$ cat src/rtl/divisor_pkg.sv
// Shared types and width constants for the 5-by-4-bit sequential restoring divider.
package divisor_pkg;

  localparam int unsigned LARG_DIVIDENDO = 5;
  localparam int unsigned LARG_DIVISOR   = 4;
  localparam int unsigned NUM_PASSOS     = 5;
  localparam int unsigned LARG_CNT       = 3;

  // Counter value seen during the last restoring step
  localparam logic [LARG_CNT-1:0] CNT_ULTIMO = LARG_CNT'(NUM_PASSOS - 1);

  typedef enum logic [1:0] {
    OCIOSO  = 2'd0,
    CALCULA = 2'd1,
    FIM     = 2'd2
  } estado_t;

endpackage

$ cat src/rtl/estagio_restauracao.sv
// One restoring-division step: shift in the next dividend bit, trial subtract, select.
module estagio_restauracao
  import divisor_pkg::*;
(
  input  logic [LARG_DIVIDENDO-1:0] r_in,
  input  logic                      bit_in,
  input  logic [LARG_DIVISOR-1:0]   b,
  output logic [LARG_DIVIDENDO-1:0] r_out,
  output logic                      q_bit
);

  logic [LARG_DIVIDENDO-1:0] r_desl;
  logic [LARG_DIVIDENDO-1:0] b_ext;
  logic [LARG_DIVIDENDO-1:0] dif;

  // Partial remainder stays below b (at most 15) for b != 0, so dropping its MSB on shift is safe
  always_comb begin
    r_desl = {r_in[LARG_DIVIDENDO-2:0], bit_in};
    b_ext  = {1'b0, b};
    dif    = r_desl - b_ext;
    if (r_desl >= b_ext) begin
      r_out = dif;
      q_bit = 1'b1;
    end else begin
      r_out = r_desl;
      q_bit = 1'b0;
    end
  end

endmodule

$ cat src/rtl/divisor_5x4bits_seq.sv
// Sequential 5-bit / 4-bit unsigned restoring divider, one quotient bit per cycle.
// Optional macro DIV_ZERO_DETECT_EN: short-circuits b=0 and flags it on div_zero.
module divisor_5x4bits_seq
  import divisor_pkg::*;
(
  input  logic                      clk,
  input  logic                      rst,
  input  logic                      iniciar,
  input  logic [LARG_DIVIDENDO-1:0] a,
  input  logic [LARG_DIVISOR-1:0]   b,
  output logic [LARG_DIVIDENDO-1:0] quociente,
  output logic [LARG_DIVISOR-1:0]   resto,
  output logic                      ocupado,
  output logic                      pronto,
  output logic                      div_zero
);

  estado_t                   estado;
  logic [LARG_DIVIDENDO-1:0] a_reg;
  logic [LARG_DIVISOR-1:0]   b_reg;
  logic [LARG_DIVIDENDO-1:0] r;
  logic [LARG_DIVIDENDO-1:0] q;
  logic [LARG_CNT-1:0]       cnt;
  logic [LARG_DIVIDENDO-1:0] r_prox;
  logic                      q_bit;

  // a_reg shifts left each step so its MSB is always the next dividend bit
  estagio_restauracao u_estagio (
    .r_in   (r),
    .bit_in (a_reg[LARG_DIVIDENDO-1]),
    .b      (b_reg),
    .r_out  (r_prox),
    .q_bit  (q_bit)
  );

`ifndef DIV_ZERO_DETECT_EN
  assign div_zero = 1'b0;
`endif

  // Control FSM with registered datapath and outputs
  always_ff @(posedge clk or posedge rst) begin
    if (rst) begin
      estado    <= OCIOSO;
      a_reg     <= '0;
      b_reg     <= '0;
      r         <= '0;
      q         <= '0;
      cnt       <= '0;
      quociente <= '0;
      resto     <= '0;
      ocupado   <= 1'b0;
      pronto    <= 1'b0;
`ifdef DIV_ZERO_DETECT_EN
      div_zero  <= 1'b0;
`endif
    end else begin
      pronto <= 1'b0;
      unique case (estado)
        OCIOSO: begin
          if (iniciar) begin
            a_reg   <= a;
            b_reg   <= b;
            r       <= '0;
            q       <= '0;
            cnt     <= '0;
            ocupado <= 1'b1;
            estado  <= CALCULA;
          end
        end
        CALCULA: begin
`ifdef DIV_ZERO_DETECT_EN
          if (b_reg == '0) begin
            // a_reg is still unshifted here, so its low bits are the original dividend
            quociente <= '1;
            resto     <= a_reg[LARG_DIVISOR-1:0];
            div_zero  <= 1'b1;
            ocupado   <= 1'b0;
            estado    <= FIM;
          end else
`endif
          begin
            r     <= r_prox;
            q     <= {q[LARG_DIVIDENDO-2:0], q_bit};
            a_reg <= {a_reg[LARG_DIVIDENDO-2:0], 1'b0};
            cnt   <= cnt + LARG_CNT'(1);
            if (cnt == CNT_ULTIMO) begin
              quociente <= {q[LARG_DIVIDENDO-2:0], q_bit};
              resto     <= r_prox[LARG_DIVISOR-1:0];
`ifdef DIV_ZERO_DETECT_EN
              div_zero  <= 1'b0;
`endif
              ocupado   <= 1'b0;
              estado    <= FIM;
            end
          end
        end
        FIM: begin
          pronto <= 1'b1;
          estado <= OCIOSO;
        end
        default: estado <= OCIOSO;
      endcase
    end
  end

endmodule

$ cat config.mk
export PLATFORM = sky130hd
export DESIGN_NAME = divisor_5x4bits_seq
export DESIGN_NICKNAME = d
export VERILOG_FILES = /design/src/rtl/divisor_pkg.sv /design/src/rtl/estagio_restauracao.sv /design/src/rtl/divisor_5x4bits_seq.sv
export SDC_FILE = /design/constraint.sdc
export NUM_CORES = 1
export LEC_CHECK = 0
export BUFFER_PORTS_ARGS = -buffer_cell sky130_fd_sc_hd__buf_2
export CORE_ASPECT_RATIO = 0.7
export CORE_MARGIN = 5
export CORE_UTILIZATION = 59
export DETAILED_ROUTE_END_ITERATION = 10
export GPL_TIMING_DRIVEN = 0
export HOLD_SLACK_MARGIN = 0.03
export PLACE_DENSITY = 0.94
export SYNTH_ARGS = -nofsm -noshare
export SYNTH_HDL_FRONTEND = slang
export SYNTH_SLANG_ARGS = --single-unit
$ cat constraint.sdc
create_clock -name clk -period 4.3 [get_ports clk]
set_input_delay 0.645 -clock clk [delete_from_list [all_inputs] [get_ports clk]]
set_output_delay 0.645 -clock clk [all_outputs]
set_load 0.02 [all_outputs]
[After elaboration in Yosys (flattened, before gate mapping)]
Index checks and enable logic that the tools add are counted.
Cells by class
  $lt $le $gt $ge: 1
  mux-type cells: 16
  add/subtract/negate cells: 2
  reduce and logical (&&, ||, !) cells: 7
  eq/ne operators: 5
Operators by type and width (number)
  $pmux 4 s2: 2
  $pmux 5 s2: 1
  $mux 4: 2
  $reduce_and 2->1: 4
  $pmux 3 s2: 1
  $ge 5x4->1: 1
  $mux 5: 1
  $mux 1: 4
  $mux 2: 2
  $ne 2x2->1 const B: 2
  $pmux 2 s2: 1
  $sub 4x4->4: 1
  $add 3x1->3 const B: 1
  $eq 3x3->1 const B: 1
  $mux 3: 1
  $reduce_and 3->1: 1
  $eq 2x1->1 const B: 1
  $eq 2x2->1 const B: 1
  $logic_not 2->1: 1
  $pmux 1 s2: 1
  $reduce_bool 2->1: 1
Word-level totals
  logic and storage cells: 41
  flip-flop bits (word level): 33
  bits of input ports: 12

[Longest topological paths before layout]
Gate-level depths: netlist of the first run.
  word-level depth: 3
  gate-level depth with buffers: 7
  depth with buffers taken out: 6

[By module]
From an unflattened synthesis of the first run, not the netlist that was laid out.
Unflattened totals
  cells, all modules: 139
  area, all modules: 1629.1 um^2
Modules (own cells, without submodules)
  divisor_5x4bits_seq: seq. area each 850.8 um^2, cells an instance 104, times used 1, area each 1381.3 um^2
  estagio_restauracao: seq. area each 0.0 um^2, cells an instance 35, times used 1, area each 247.7 um^2

[Worst setup path after synthesis of the first run]
OpenSTA, ideal clock, no wires.
  path kind: register to register
  start: register r[1]
  end: register resto[3]
  arrival time: 1.696 ns
  cell stages (with the launch flop): 7
  setup slack: 2.508 ns
  setup time: 0.096 ns
  data required time: 4.204 ns
  cells stage by stage: dfrtp_1 ha_1 or2_1 and2_4 buf_6 a311o_1 o31ai_1
Between the ends
  longest elaborated chain between the ends: 2
  elaborated cells on any way between the ends: 3
  those cells by class: add/sub: 1; order compare: 1; mux: 1
Ends and longest elaborated chain
  start: declaration: line divisor_5x4bits_seq.sv:21  | logic [LARG_DIVIDENDO-1:0] r;
  start signal: assignment: line divisor_5x4bits_seq.sv:82  | r <= r_prox;
  $sub 4x4->4 or $ge 5x4->1 (tied branches): line estagio_restauracao.sv:20, estagio_restauracao.sv:21
  $mux 4 *: line estagio_restauracao.sv:21  | if (r_desl >= b_ext) begin
  end signal: assignment: line divisor_5x4bits_seq.sv:88  | resto <= r_prox[LARG_DIVISOR-1:0];
  end: declaration: line divisor_5x4bits_seq.sv:12  | output logic [LARG_DIVISOR-1:0] resto,
Every way passes the cells marked *; elsewhere a longest branch is shown, timed or not.
A chain may end at the register's enable or synchronous reset.

[Final worst setup path of the first run]
  start: register a_reg[4]
  end: register r[3]
Between the ends
  longest elaborated chain between the ends: 3
  elaborated cells on any way between the ends: 4
  those cells by class: add/sub: 1; order compare: 1; mux: 2
Ends and longest elaborated chain
  start: declaration: line divisor_5x4bits_seq.sv:19  | logic [LARG_DIVIDENDO-1:0] a_reg;
  start signal: assignment: line divisor_5x4bits_seq.sv:84  | a_reg <= {a_reg[LARG_DIVIDENDO-2:0], 1'b0};
  $sub 4x4->4 or $ge 5x4->1 (tied branches): line estagio_restauracao.sv:20, estagio_restauracao.sv:21
  $mux 4 *: line estagio_restauracao.sv:21
  $pmux 4 s2 *: line divisor_5x4bits_seq.sv:58  | unique case (estado)
Marks and branches as above.

==> impl_results.md, run 1 <==
- Outcome: complete, no violations
- Share of async-settable or async-resettable flops after synthesis: 1.000
- Largest stage delay on the critical path: 0.40 ns
- Highest-delay cell along the critical path: a211o_1
- Worst Hold Class: input port to asynchronous set/reset pin
- Register-to-Register Setup Slack: roughly 2.3 ns
- Post-synthesis instance total: roughly 150
- P_leak: around 0.87 nW
- Total global routing track utilization: 0.1979
- Power density cells: 902.2 mW/mm2
- First-pass GRT wire length: 5.602 mm
- Layout cells sized above 1: 0.2400
- Routability Congestion: approximately 0.88
- Worst hold slack after final layout: between 0.2 and 0.3 ns
- Utilization after layout: 0.7308
- Congestion Overflow GR: 0
- Number of nets in the synthesized netlist: about 160
- Antenna violations before repair: 0
- Total iterations of the first detailed-routing run: 4
- Num rows: 15
- Path type of the worst setup path: register to register
- Number of top-level pins: 24
- Remaining antenna violation count: 0
- Die width: between 70 and 80 um
- Yosys cell types: 34
- Maximum number of pins on one net before global-route repair: 34
- Flop and latch count out of synthesis: 33
- Post-CTS Hold Fix Bufs: 0
- Starting DRC count in detailed routing: 74
- Yosys top cell area share: 0.5230
- FF-to-FF Start: a_reg[4]
- TritonCTS Buffers: 5
- Worst r2r path cells: 6
- Flip-flop and latch area: between 800 and 900 um2
- Largest vdd supply drop: between 0.5 and 0.6 mV
- Buffers inserted during post-CTS setup optimization: 0
- Endpoint of the worst-slack reg-to-reg timing path: r[3]
- Post-synth top flop: dfrtp_1
- Core footprint: 0.002515 mm2
- Clock tree from TritonCTS: yes
- Number of global-route vias before repair: 1176
- Clock slew at the register clock pins of the worst setup and hold paths: approximately 0.060 ns
- Category of the worst setup path launch point: register
- Detailed-route via count: between 1000 and 1500
- Layout Nets: 194
- # port buffers: 22
- Avg Cell Area, Syn: ~11 um2
- Clock Skew: between 0.0015 and 0.002 ns
- Area delta synth->final: 16.40%
- Root buf cell: clkbuf_8
- Die Outline Area: about 0.0038 mm2
- CP Capture Point: r[3]
- Critical Path RT: ~4.5 ns
- Cells resized by post-CTS repair: 0
- Total count of max-transition violations in the final report: 0
- Fill cells: 200
- Number of diodes added for antenna fixing: 0
- Synthesized area: roughly 0.0016 mm2
- Count of flip-flops with a built-in enable after synthesis: 0
- Sum Neg Setup Slack: 0 ns
- Critical path fanouts, max: 6
- Tcrit/Tclk final: 0.4552
- Deepest clock path buffer count: 2
- Via density: about 5.8
- Effective utilization at floorplan: 0.6279
- Clock Latency Late Sink: 0.28 ns
- Sort of element at the end of the critical path: register
- Maximum level of the CTS H-tree: 2
- Clock period minus final worst setup slack: a little under 2 ns
- Worst rel slew slack: 0.6009
- Combined area of the multi-input logic cells: 670.6 um2
- Number of hold-slack violations in the final timing report: 0
- Data arrival time at the worst-slack endpoint: between 2 and 2.5 ns
- Launch point of the worst path: a_reg[4]
- Slew at the pin closest to its max-slew limit: 0.5961 ns
- Top cells by area in the synthesized netlist: dfrtp_1, nand2_1, ha_1
- Total number of yosys warnings: 0
- Wire length after detailed routing: roughly 3.3 mm
- Finish-stage setup viols: 0
- Detailed placer's ending HPWL: 2.449 mm
- Unrepaired setup endpoints after global routing: no
- Drt drc: 0
- Total clock sinks: 33
- Critical path, cell by cell: inv_1, ha_1, nand2b_1, a211o_1, a311o_1, o31ai_1
- Chip Height: 53.28 um
- Reported max-cap violation count: 0
- Highest clock frequency the design can meet: roughly 510 MHz
- Proportion of synthesized chip area in sequential cells: 0.5230
- Average detailed-routed wire length per instance: 15.89 um
- Library cell occupying the most area in the post-synthesis netlist: dfrtp_1
[synthesized netlist by cell type, types with 2 or more instances]
library cell  number
a21oi_1            4
nand2b_1           2
mux2_2             5
mux2i_1            4
nor3b_1            2
dfrtp_1           33
nor2b_1            2
clkbuf_1           3
o31ai_1            8
or2_1              2
ha_1               6
o21ai_0           13
buf_2              3
inv_1             10
nand2_1           22
a22o_1             5
a211oi_1           4
[power by group]
part	internal, W	switching, W	total [W]
Sequential	0.000458	0.0000949	0.000553
Clock	0.000127	0.000103	0.000230
Combinational	0.000372	0.000503	0.000875
[worst min-delay path by stage]
stage                     startpoint        to  cells after the start
after floorplan             a_reg[1]  a_reg[1]                      2
after global placement      resto[1]  resto[1]                      2
after detailed placement    resto[0]  resto[0]                      2
after CTS                   resto[0]  resto[0]                      2
after global routing             rst  resto[2]                      2
final                            rst      q[2]                      2
[cell usage in the layout, fill, tap and decap left out, types with 2 or more instances in the layout]
| cell | netlist | layout |
|---|---|---|
| a211oi_1 | 4 | 4 |
| a21oi_1 | 4 | 4 |
| a22o_1 | 5 | 5 |
| buf_2 | 3 | 25 |
| clkbuf_1 | 3 | 4 |
| clkbuf_8 | 0 | 6 |
| dfrtp_1 | 33 | 33 |
| ha_1 | 6 | 6 |
| inv_1 | 10 | 9 |
| mux2_2 | 5 | 5 |
| mux2i_1 | 4 | 4 |
| nand2_1 | 22 | 22 |
| nand2b_1 | 2 | 2 |
| nor2b_1 | 2 | 2 |
| nor3b_1 | 2 | 2 |
| o21ai_0 | 13 | 13 |
| o31ai_1 | 8 | 8 |
| or2_1 | 2 | 2 |
[cell type report]
cell class,instances,share of cell area
inverters,10,0.02042
well taps,34,0.02315
repair buffers,23,0.07080
plain buffers,8,0.02451
clock buffers,7,0.04697
multi-input cells,94,0.3649
flip-flops and latches,33,0.4493
[layer usage]
layer | part of all wire | vias to the layer above | wire [um] | global-route usage
met2 | 0.46 | 50 | 1534 | 0.3125
met1 | 0.44 | 591 | 1476 | 0.2574
li1 | - | 565 | - | -
met5 | 0 | - | 0 | 0
met4 | 0.012 | 0 | 40 | 0.08125
met3 | 0.082 | 6 | 271 | 0.05503
[worst max-delay path, delay by kind of cell (launching register included)]
kind                       cells  cell delay [ns]
AOI/OAI and AO/OA              3             0.97
DFF                            1             0.37
adders and majority gates      1             0.27
and+or+nand+nor                1             0.20
buffers and inverters          1             0.05
[per-stage QoR]
| step | cells | setup slack, ns | power, W | instance area (um2) |
|---|---|---|---|---|
| 6_report | 209 | 2.343 | 0.001658 | 1838 |
| 5_1_grt | 209 | 2.278 | 0.001771 | 1838 |
| 4_1_cts | 208 | 2.352 | 0.001651 | 1818 |
| 3_5_place_dp | 201 | 2.371 | 0.001417 | 1732 |
| 3_3_place_gp | 201 | 2.417 | 0.001354 | 1732 |
| 2_1_floorplan | 145 | 2.508 | 0.001194 | 1579 |
[logic make-up (layout without fill, tap and decap cells)]
logic type / count (synthesis) / after routing / synth area share
xor+xnor: 1 / 1 / 0.005548
fa+ha+maj: 7 / 7 / 0.06022
mux: 9 / 9 / 0.06101
compound gates: 39 / 39 / 0.1767
flops: 33 / 33 / 0.5230
buf+inv: 18 / 48 / 0.05230
other cells: 1 / 1 / 0.002375
simple gates: 37 / 37 / 0.1188
(Power assumes the default switching activity.)
==> inputs of run 2 (changes only) <==
Settings changed: CORE_UTILIZATION 59 to 50, PLACE_DENSITY 0.94 to 0.86.
Clock period 4.3 ns to 1.7 ns, I/O delays scaled along.
==> impl_results.md, run 2 (synthesized netlist as in run 1, its figures left out) <==
- Clock tree from TritonCTS: yes
- Effective utilization at floorplan: 0.5120
- Most common cell after layout, fill and taps aside: dfrtp_1
- Highest-delay cell along the critical path: dfrtp_1
- Root buf cell: clkbuf_8
- Data arrival time at the worst-slack endpoint: a little over 2 ns
- Critical path fanouts, max: 6
- Category of the worst setup path launch point: register
- Number of top-level pins: 24
- Slew at the pin closest to its max-slew limit: between 0.6 and 0.7 ns
- Outcome: complete, but fails checks
- Maximum number of pins on one net before global-route repair: 34
- Violated checks: setup timing
- Combined area of the multi-input logic cells: 752.0 um2
- Via density: between 5 and 6
- Fill cells: about 230
- Die width: 77.17 um
- Commonest non-fill, non-tap cells in the layout: dfrtp_1, buf_2, nand2_1
- Deepest clock path buffer count: 2
- Clock period minus final worst setup slack: between 1.5 and 2 ns
- TritonCTS Buffers: 5
- Clock Skew: between 0.008 and 0.009 ns
- Flip-flop and latch area: between 800 and 900 um2
- Highest clock frequency the design can meet: between 500 and 600 MHz
- Power density cells: roughly 2400 mW/mm2
- Unrepaired setup endpoints after global routing: yes
- Layout Nets: about 200
- Chip Height: around 57 um
- Congestion Overflow GR: 0
- # port buffers: 22
- Total iterations of the first detailed-routing run: 4
- Largest stage delay on the critical path: between 0.4 and 0.5 ns
- Detailed placer's ending HPWL: between 2 and 3 mm
- Core footprint: approximately 0.003 mm2
- First-pass GRT wire length: around 6.2 mm
- Worst rel slew slack: 0.5910
- Layout cells sized above 1: 0.3315
- Detailed-route via count: 1228
- Average detailed-routed wire length per instance: 16.76 um
- Critical path, cell by cell: inv_2, ha_4, nand2b_4, a211o_4, a311o_1, o31ai_2
- Total count of max-transition violations in the final report: 0
- Drt drc: 0
- Finish-stage setup viols: 8
- Total clock sinks: 33
- Clock slew at the register clock pins of the worst setup and hold paths: about 0.07 ns
- Path type of the worst setup path: register to register
- Area delta synth->final: 26.47%
- Routability Congestion: about 0.81
- Sum Neg Setup Slack: -0.5286 ns
- Worst-case setup margin in the final layout: -0.1655 ns
- Die Outline Area: between 0.004 and 0.005 mm2
- Remaining antenna violation count: 0
- Starting DRC count in detailed routing: about 110
- Antenna violations before repair: 0
- Num rows: 17
- Maximum level of the CTS H-tree: 2
- Number of global-route vias before repair: 1287
- Critical Path RT: between 1.5 and 2 ns
- Sort of element at the end of the critical path: register
- Reported max-cap violation count: 0
- Largest vdd supply drop: between 1 and 1.5 mV
- Utilization after layout: 0.6475
- Total global routing track utilization: 0.1835
- Number of diodes added for antenna fixing: 0
- Wire length after detailed routing: about 3.7 mm
- Clock Latency Late Sink: a little under 0.3 ns
- Worst Hold Class: input port to register
- Tcrit/Tclk final: 1.097
- P_leak: 0.9260 nW
- Number of hold-slack violations in the final timing report: 0
## run 2: changes by cell type in the layout (fill, tap and decap cells not counted), sizes merged
cell | before | now
bufinv | 0 | 1
dlygate4sd3 | 0 | 1
buf | 28 | 32
## run 2: worst paths after layout
path / from / end / slack (ns) / depth (start not counted)
hold / removal: b[2] / b_reg[2] / 0.17 / 3
min in group asynchronous: rst / quociente[4] / 0.41 / 3
setup reg to reg: a_reg[4] / resto[3] / -0.17 / 6
setup / recovery: a_reg[4] / resto[3] / -0.17 / 6
max in group asynchronous: rst / b_reg[1] / 0.89 / 4
hold reg to reg: resto[1] / resto[1] / 0.49 / 2
## run 2: area by class of cell
type,instances,share of cell area
inverters,10,0.01880
clock inverters,1,0.01504
repair buffers,29,0.08897
plain buffers,7,0.02005
clock buffers,7,0.04323
flip-flops and latches,33,0.4135
well taps,38,0.02381
multi-input cells,94,0.3766
## run 2: report_power, final
part	switching (W)	total (W)	internal, W
Clock	0.000285	0.000763	0.000478
Combinational	0.00144	0.00266	0.00122
Sequential	0.000260	0.00142	0.00116
## run 2: routing by layer
layer / vias up / wire, um / track usage
li1: 573 / - / -
met1: 602 / 1516 / 0.2228
met2: 39 / 1824 / 0.2902
met3: 14 / 160 / 0.05836
met4: 0 / 170 / 0.1054
met5: - / 0 / 0
## run 2: metrics by stage
| step | total power [W] | worst slack (ns) | hold WS, ns | std cells | instance area (um2) |
|---|---|---|---|---|---|
| 2_1_floorplan | 0.003095 | 0.01820 | 0.3718 | 145 | 1599 |
| 4_1_cts | 0.004693 | -0.09024 | 0.1649 | 215 | 1937 |
| 5_1_grt | 0.005200 | -0.2030 | 0.1830 | 219 | 1997 |
| 6_report | 0.004844 | -0.1655 | 0.1734 | 219 | 1997 |
| 3_5_place_dp | 0.003682 | -0.1474 | 0.4686 | 205 | 1757 |
| 3_3_place_gp | 0.003484 | -0.07436 | 0.4569 | 205 | 1757 |
## run 2: critical path: cells and delay by family (launching register included)
| kind | cells | cell delay (ns) |
|---|---|---|
| simple gates | 1 | 0.15 |
| compound gates | 3 | 0.95 |
| buf+inv | 1 | 0.08 |
| flops | 1 | 0.41 |
| fa+ha+maj | 1 | 0.19 |
## run 2: what timing repair did
action | in CTS | in global routing
buffers inserted | 3 | 2
pin swaps | 5 | 4
gates resized for setup | 8 | 3
endpoints found under the setup margin | 10 | 10
endpoints found under the hold margin | 0 | 7
hold buffers | 0 | 1
